[src/rtl/regbus_bridge.sv]
// Host bus to register_set bridge: turns Wishbone-classic single transfers into
// one-cycle register commands and returns a one-cycle ack or err.
module regbus_bridge #(
   parameter int DATA_WIDTH     = 8,
   parameter int ADDR_WIDTH     = 8,
   parameter int TIMEOUT_CYCLES = 15
) (
   input  logic                    clk,
   input  logic                    reset,
   input  logic                    i_host_cyc,
   input  logic                    i_host_stb,
   input  logic                    i_host_we,
   input  logic [ADDR_WIDTH-1:0]   i_host_adr,
   input  logic [3:0]              i_host_sel,
   input  logic [4*DATA_WIDTH-1:0] i_host_dat_w,
   output logic [4*DATA_WIDTH-1:0] o_host_dat_r,
   output logic                    o_host_ack,
   output logic                    o_host_err,
   output logic                    o_reg_wnr,
   output logic [1:0]              o_reg_req,
   output logic [ADDR_WIDTH-1:0]   o_reg_address,
   output logic [4*DATA_WIDTH-1:0] o_reg_wdata,
   input  logic                    i_reg_ack,
   input  logic [4*DATA_WIDTH-1:0] i_reg_rdata,
   output logic [2:0]              o_state
);

   localparam int BUS_W = 4 * DATA_WIDTH;
   localparam logic [7:0] TO_LAST = 8'(TIMEOUT_CYCLES - 1);

   typedef enum logic [2:0] {
      S_IDLE  = 3'd0,
      S_ISSUE = 3'd1,
      S_WAIT  = 3'd2,
      S_RESP  = 3'd3,
      S_ERR   = 3'd4
   } state_t;

   // Handshake: a request is valid when cyc & stb are high and is accepted only
   // on an edge where the bridge sits in IDLE; completion is a single-cycle
   // ack or err, after which the master must have dropped stb.

   state_t                  r_state, w_state_nxt;
   logic [1:0]              r_req, w_req_nxt;
   logic                    r_wnr, w_wnr_nxt;
   logic [ADDR_WIDTH-1:0]   r_address, w_address_nxt;
   logic [BUS_W-1:0]        r_wdata, w_wdata_nxt;
   logic [BUS_W-1:0]        r_dat_r, w_dat_r_nxt;
   logic                    r_ack, w_ack_nxt;
   logic                    r_err, w_err_nxt;
   logic [1:0]              r_lane, w_lane_nxt;
   logic [3:0]              r_sel, w_sel_nxt;
   logic [7:0]              r_cnt, w_cnt_nxt;

   logic                    w_dec_legal;
   logic [1:0]              w_dec_req;
   logic [1:0]              w_dec_lane;
   logic [BUS_W-1:0]        w_wdata_shifted;
   logic [BUS_W-1:0]        w_lane_mask;
   logic [BUS_W-1:0]        w_rdata_aligned;
   logic                    w_unused_adr;

   // Byte address bits [1:0] are replaced by the decoded lane.
   assign w_unused_adr = ^i_host_adr[1:0];

   always_comb begin
      w_dec_legal = 1'b1;
      w_dec_req   = 2'd1;
      w_dec_lane  = 2'd0;
      case (i_host_sel)
         4'b0001: begin w_dec_req = 2'd1; w_dec_lane = 2'd0; end
         4'b0010: begin w_dec_req = 2'd1; w_dec_lane = 2'd1; end
         4'b0100: begin w_dec_req = 2'd1; w_dec_lane = 2'd2; end
         4'b1000: begin w_dec_req = 2'd1; w_dec_lane = 2'd3; end
         4'b0011: begin w_dec_req = 2'd2; w_dec_lane = 2'd0; end
         4'b1100: begin w_dec_req = 2'd2; w_dec_lane = 2'd2; end
         4'b1111: begin w_dec_req = 2'd3; w_dec_lane = 2'd0; end
         default: begin w_dec_legal = 1'b0; w_dec_req = 2'd0; end
      endcase
   end

   assign w_wdata_shifted = i_host_dat_w >> (DATA_WIDTH * int'(w_dec_lane));

   // The latched select doubles as the lane mask for returned read data.
   always_comb begin
      w_lane_mask = '0;
      for (int i = 0; i < 4; i++) begin
         w_lane_mask[i*DATA_WIDTH +: DATA_WIDTH] = {DATA_WIDTH{r_sel[i]}};
      end
   end

   assign w_rdata_aligned = (i_reg_rdata << (DATA_WIDTH * int'(r_lane))) & w_lane_mask;

   always_comb begin
      w_state_nxt   = r_state;
      w_req_nxt     = 2'd0;
      w_wnr_nxt     = r_wnr;
      w_address_nxt = r_address;
      w_wdata_nxt   = r_wdata;
      w_dat_r_nxt   = '0;
      w_ack_nxt     = 1'b0;
      w_err_nxt     = 1'b0;
      w_lane_nxt    = r_lane;
      w_sel_nxt     = r_sel;
      w_cnt_nxt     = r_cnt;
      case (r_state)
         S_IDLE: begin
            w_cnt_nxt = '0;
            if (i_host_cyc && i_host_stb) begin
               if (w_dec_legal) begin
                  w_state_nxt   = S_ISSUE;
                  w_req_nxt     = w_dec_req;
                  w_wnr_nxt     = i_host_we;
                  w_address_nxt = {i_host_adr[ADDR_WIDTH-1:2], w_dec_lane};
                  w_wdata_nxt   = w_wdata_shifted;
                  w_lane_nxt    = w_dec_lane;
                  w_sel_nxt     = i_host_sel;
               end else begin
                  w_state_nxt = S_ERR;
                  w_err_nxt   = 1'b1;
               end
            end
         end
         S_ISSUE: begin
            w_state_nxt = S_WAIT;
         end
         S_WAIT: begin
            if (i_reg_ack) begin
               w_state_nxt = S_RESP;
               w_ack_nxt   = 1'b1;
               w_dat_r_nxt = r_wnr ? '0 : w_rdata_aligned;
            end else if (r_cnt == TO_LAST) begin
               w_state_nxt = S_ERR;
               w_err_nxt   = 1'b1;
            end else begin
               w_cnt_nxt = r_cnt + 8'd1;
            end
         end
         S_RESP:  w_state_nxt = S_IDLE;
         S_ERR:   w_state_nxt = S_IDLE;
         default: w_state_nxt = S_IDLE;
      endcase
   end

   always_ff @(posedge clk) begin
      if (reset) begin
         r_state   <= S_IDLE;
         r_req     <= 2'd0;
         r_wnr     <= 1'b0;
         r_address <= '0;
         r_wdata   <= '0;
         r_dat_r   <= '0;
         r_ack     <= 1'b0;
         r_err     <= 1'b0;
         r_lane    <= 2'd0;
         r_sel     <= 4'd0;
         r_cnt     <= 8'd0;
      end else begin
         r_state   <= w_state_nxt;
         r_req     <= w_req_nxt;
         r_wnr     <= w_wnr_nxt;
         r_address <= w_address_nxt;
         r_wdata   <= w_wdata_nxt;
         r_dat_r   <= w_dat_r_nxt;
         r_ack     <= w_ack_nxt;
         r_err     <= w_err_nxt;
         r_lane    <= w_lane_nxt;
         r_sel     <= w_sel_nxt;
         r_cnt     <= w_cnt_nxt;
      end
   end

   assign o_host_dat_r  = r_dat_r;
   assign o_host_ack    = r_ack;
   assign o_host_err    = r_err;
   assign o_reg_wnr     = r_wnr;
   assign o_reg_req     = r_req;
   assign o_reg_address = r_address;
   assign o_reg_wdata   = r_wdata;
   assign o_state       = r_state;

endmodule

[config.mk]
export PLATFORM = sky130hd
export DESIGN_NAME = regbus_bridge
export DESIGN_NICKNAME = d
export VERILOG_FILES = /design/src/rtl/regbus_bridge.sv
export SDC_FILE = /design/constraint.sdc
export NUM_CORES = 1
export LEC_CHECK = 0
export ABC_AREA = 1
export CAP_MARGIN = 30
export CORE_UTILIZATION = 63
export DETAILED_ROUTE_END_ITERATION = 10
export DONT_BUFFER_PORTS = 1
export PLACE_DENSITY = 0.9
export SYNTH_ARGS = -nofsm -noshare
export SYNTH_HDL_FRONTEND = slang
export SYNTH_SLANG_ARGS = --single-unit
export TNS_END_PERCENT = 20
[constraint.sdc]
create_clock -name clk -period 1.8 [get_ports clk]
set_input_delay 0.36 -clock clk [delete_from_list [all_inputs] [get_ports clk]]
set_output_delay 0.36 -clock clk [all_outputs]
set_load 0.01 [all_outputs]
==> results.yml <==
outcome:
  status: "finished, final reports clean"
sta:
  setup_tns_ns: 0
  setup_slack_ns: 0.148
  rsz0062_at_grt: "no"
  hold_viol: 0
  finalSetupViolations: 0
  timing.fmax_mhz: 605
  hold_ws_ns: 0.0561
  final-max-slew-violation-count: 0
  min_period_ns: 1.65
  worst_slew_pin_slew_ns: 0.646
  fin_skew_ns: 0.0149
  relSlewSlack: 0.569
  period_share: 0.918
clock_network:
  clock-sinks: 92
  hold_buffers: 0
  cts_root_buf: "clkbuf_8"
  path_clk_slew_ns: 0.09
  htreeDepth: 3
  cts_tree: "built"
  cts_buffer_depth: 2
  numCtsBuffers: 9
  insertion_delay_ns: 0.36
global_routing:
  grt_pass1_wl_um: 17700
  first_global_vias: 3979
  antenna_found_initial: 0
  overflow: 0
  grt_max_degree: 44
  grt_usage: 0.290
finish:
  mostFrequentLayoutCells: "205 x nand2_1, 157 x nor2_1, 112 x inv_1, 92 x dfxtp_1, 43 x nand3_1"
  fin_util: 0.691
  diodes: 0
  drive_gt1_frac: 0.0597
  regArea_um2: 1840
  nFillCells: 657
  syn_to_final_growth_pct: 6.13
  multi_input_area_um2: 2260
  final_common_cell: "nand2_1"
  nNetsFinal: 833
power_and_ir_drop:
  power_frac_clock: 0.310
  pwr-share-comb: 0.154
  p_switching_uw: 1260
  internal-power_uw: 2830
  pwr_density_cell_nw_per_um2: 821
  p_sw_frac: 0.307
  power_leakage_uw: 0.00258
  vdd_drop_max_mv: 0.423
  pwr-share-seq: 0.536
worst_setup_path:
  cp-end-kind: "flip-flop"
  r2r_start: "r_cnt[3]"
  cp_data_arrival_time_ns: 1.92
  rrSetupSlack_ns: 0.15
  path_class: "flip-flop to flip-flop"
  cp_max_fo: 11
  critPathLaunchType: "flip-flop"
  rr_worst_depth: 9
  r2r_end: "r_cnt[7]"
  cp_data_required_time_ns: 2.06
synth:
  netlist_area_um2: 4690
  ys_ff_latch: 92
  avgSynthCellArea_um2: 6.17
  ys_seq_area_frac: 0.392
  netlist_instances: 761
  ys_types: 19
  ys.warnings.count: 0
  syn-num-nets: 845
floorplan:
  die_w_um: 88.3
  pin_count: 162
  core_um2: 7210
  die_h_um: 88.3
  start_util: 0.651
  floorplan.die_area_um2: 7800
  num_rows: 31
detailed_routing:
  via_per_inst: 5.35
  routed_wl_um: 11200
  drc: 0
  vias: 4565
  ant_nets: 0
  wire_per_inst_um: 13.2
  first_iter_violations: 258
  drt_pass1_iterations: 7
placed_design:
  dp_hpwl_um: 8200
  place_congestion: 0.865
  port_buffers: 0
  pre_cts_ws_ns: 0.0208
min_path:
  hold_path_end: "r_cnt[5]"
  min_path_type: "input port to flip-flop"
  hold_depth: 1
  hold_start: "reset"
flow_run:
  cap_viol_max_count: 0
-- state kept, by name (all words and copies together), names as in the netlist --
| signal | cells |
|---|---|
| o_host_dat_r | 32 |
| o_reg_wdata | 32 |
| o_reg_address | 8 |
| r_cnt | 8 |
| r_sel | 4 |
| o_state | 3 |
| o_reg_req | 2 |
| o_host_ack | 1 |
| o_host_err | 1 |
| o_reg_wnr | 1 |
-- synth_stat cells (all sizes together) --
library cell / n / area (um^2)
nand3: 46 / 230
ha: 2 / 25.0
nand4: 37 / 231
nor3: 3 / 15.0
buf: 17 / 114
clkbuf: 23 / 86.3
nand2: 210 / 793
nor2: 158 / 596
a21oi: 7 / 35.0
o21ai: 43 / 215
inv: 115 / 432
mux2i: 8 / 80.1
dfxtp: 92 / 1840
-- per-layer routing --
layer,GRT usage,wire (um),up-vias
li1,-,-,2309
met1,0.340,4510,2002
met2,0.508,5530,228
met3,0.0784,954,26
met4,0.104,220,0
met5,0,0,-
-- metrics by stage --
stage / cells / total power (uW) / instance area [um^2]
floorplan: 761 / 2730 / 4690
global placement: 837 / 2830 / 4780
detailed placement: 837 / 2860 / 4780
CTS: 853 / 4110 / 4950
global route: 853 / 4320 / 4980
finish: 853 / 4090 / 4980
-- cells by family after synthesis --
kind of cell | count (synthesis) | share of synthesized area
fa+ha+maj | 2 | 0.00533
simple gates | 454 | 0.397
flops | 92 | 0.392
buf+inv | 155 | 0.135
compound gates | 50 | 0.0533
mux | 8 | 0.0171
-- critical path, cell delays in order (launching register included) --
cell and delay (ns):
dfxtp_1 0.44, nand2_1 0.11, inv_1 0.09, nand2_1 0.07, o21ai_0 0.28, nand2_2 0.21
inv_1 0.17, nor2_1 0.05, nor2_1 0.08, nor2_1 0.04
-- power groups by stage --
stage	Sequential (uW)	Combinational (uW)	Clock, uW
finish	2190	632	1270
global route	2200	726	1390
CTS	2190	623	1300
detailed placement	2240	619	0
global placement	2240	596	0
floorplan	2220	504	0
-- layout make-up --
type	instances	area share
multi-input cells	514	0.453
flip-flops and latches	92	0.370
inverters	115	0.0866
repair buffers	17	0.0306
clock buffers	10	0.0256
well taps	99	0.0249
clock inverters	6	0.00979
-- how the worst max path moves through the flow --
stage                     slack [ns]     startpoint  depth (start not counted)         endpoint
after floorplan                 0.33  i_host_sel[0]                         10  o_reg_wdata[13]
after global routing          0.0009       r_cnt[3]                          9         r_cnt[7]
after CTS                      0.008     o_state[2]                          8  o_host_dat_r[2]
final                           0.15       r_cnt[3]                          9         r_cnt[7]
after global placement           0.1     o_state[2]                          8  o_host_dat_r[3]
after detailed placement        0.02     o_state[2]                          8  o_host_dat_r[2]
-- what timing repair did --
action                     in CTS  in global routing
setup buffers                   0                  0
setup endpoints to repair       0                 37
resized for setup               0                  7
(Power assumes the default switching activity.)
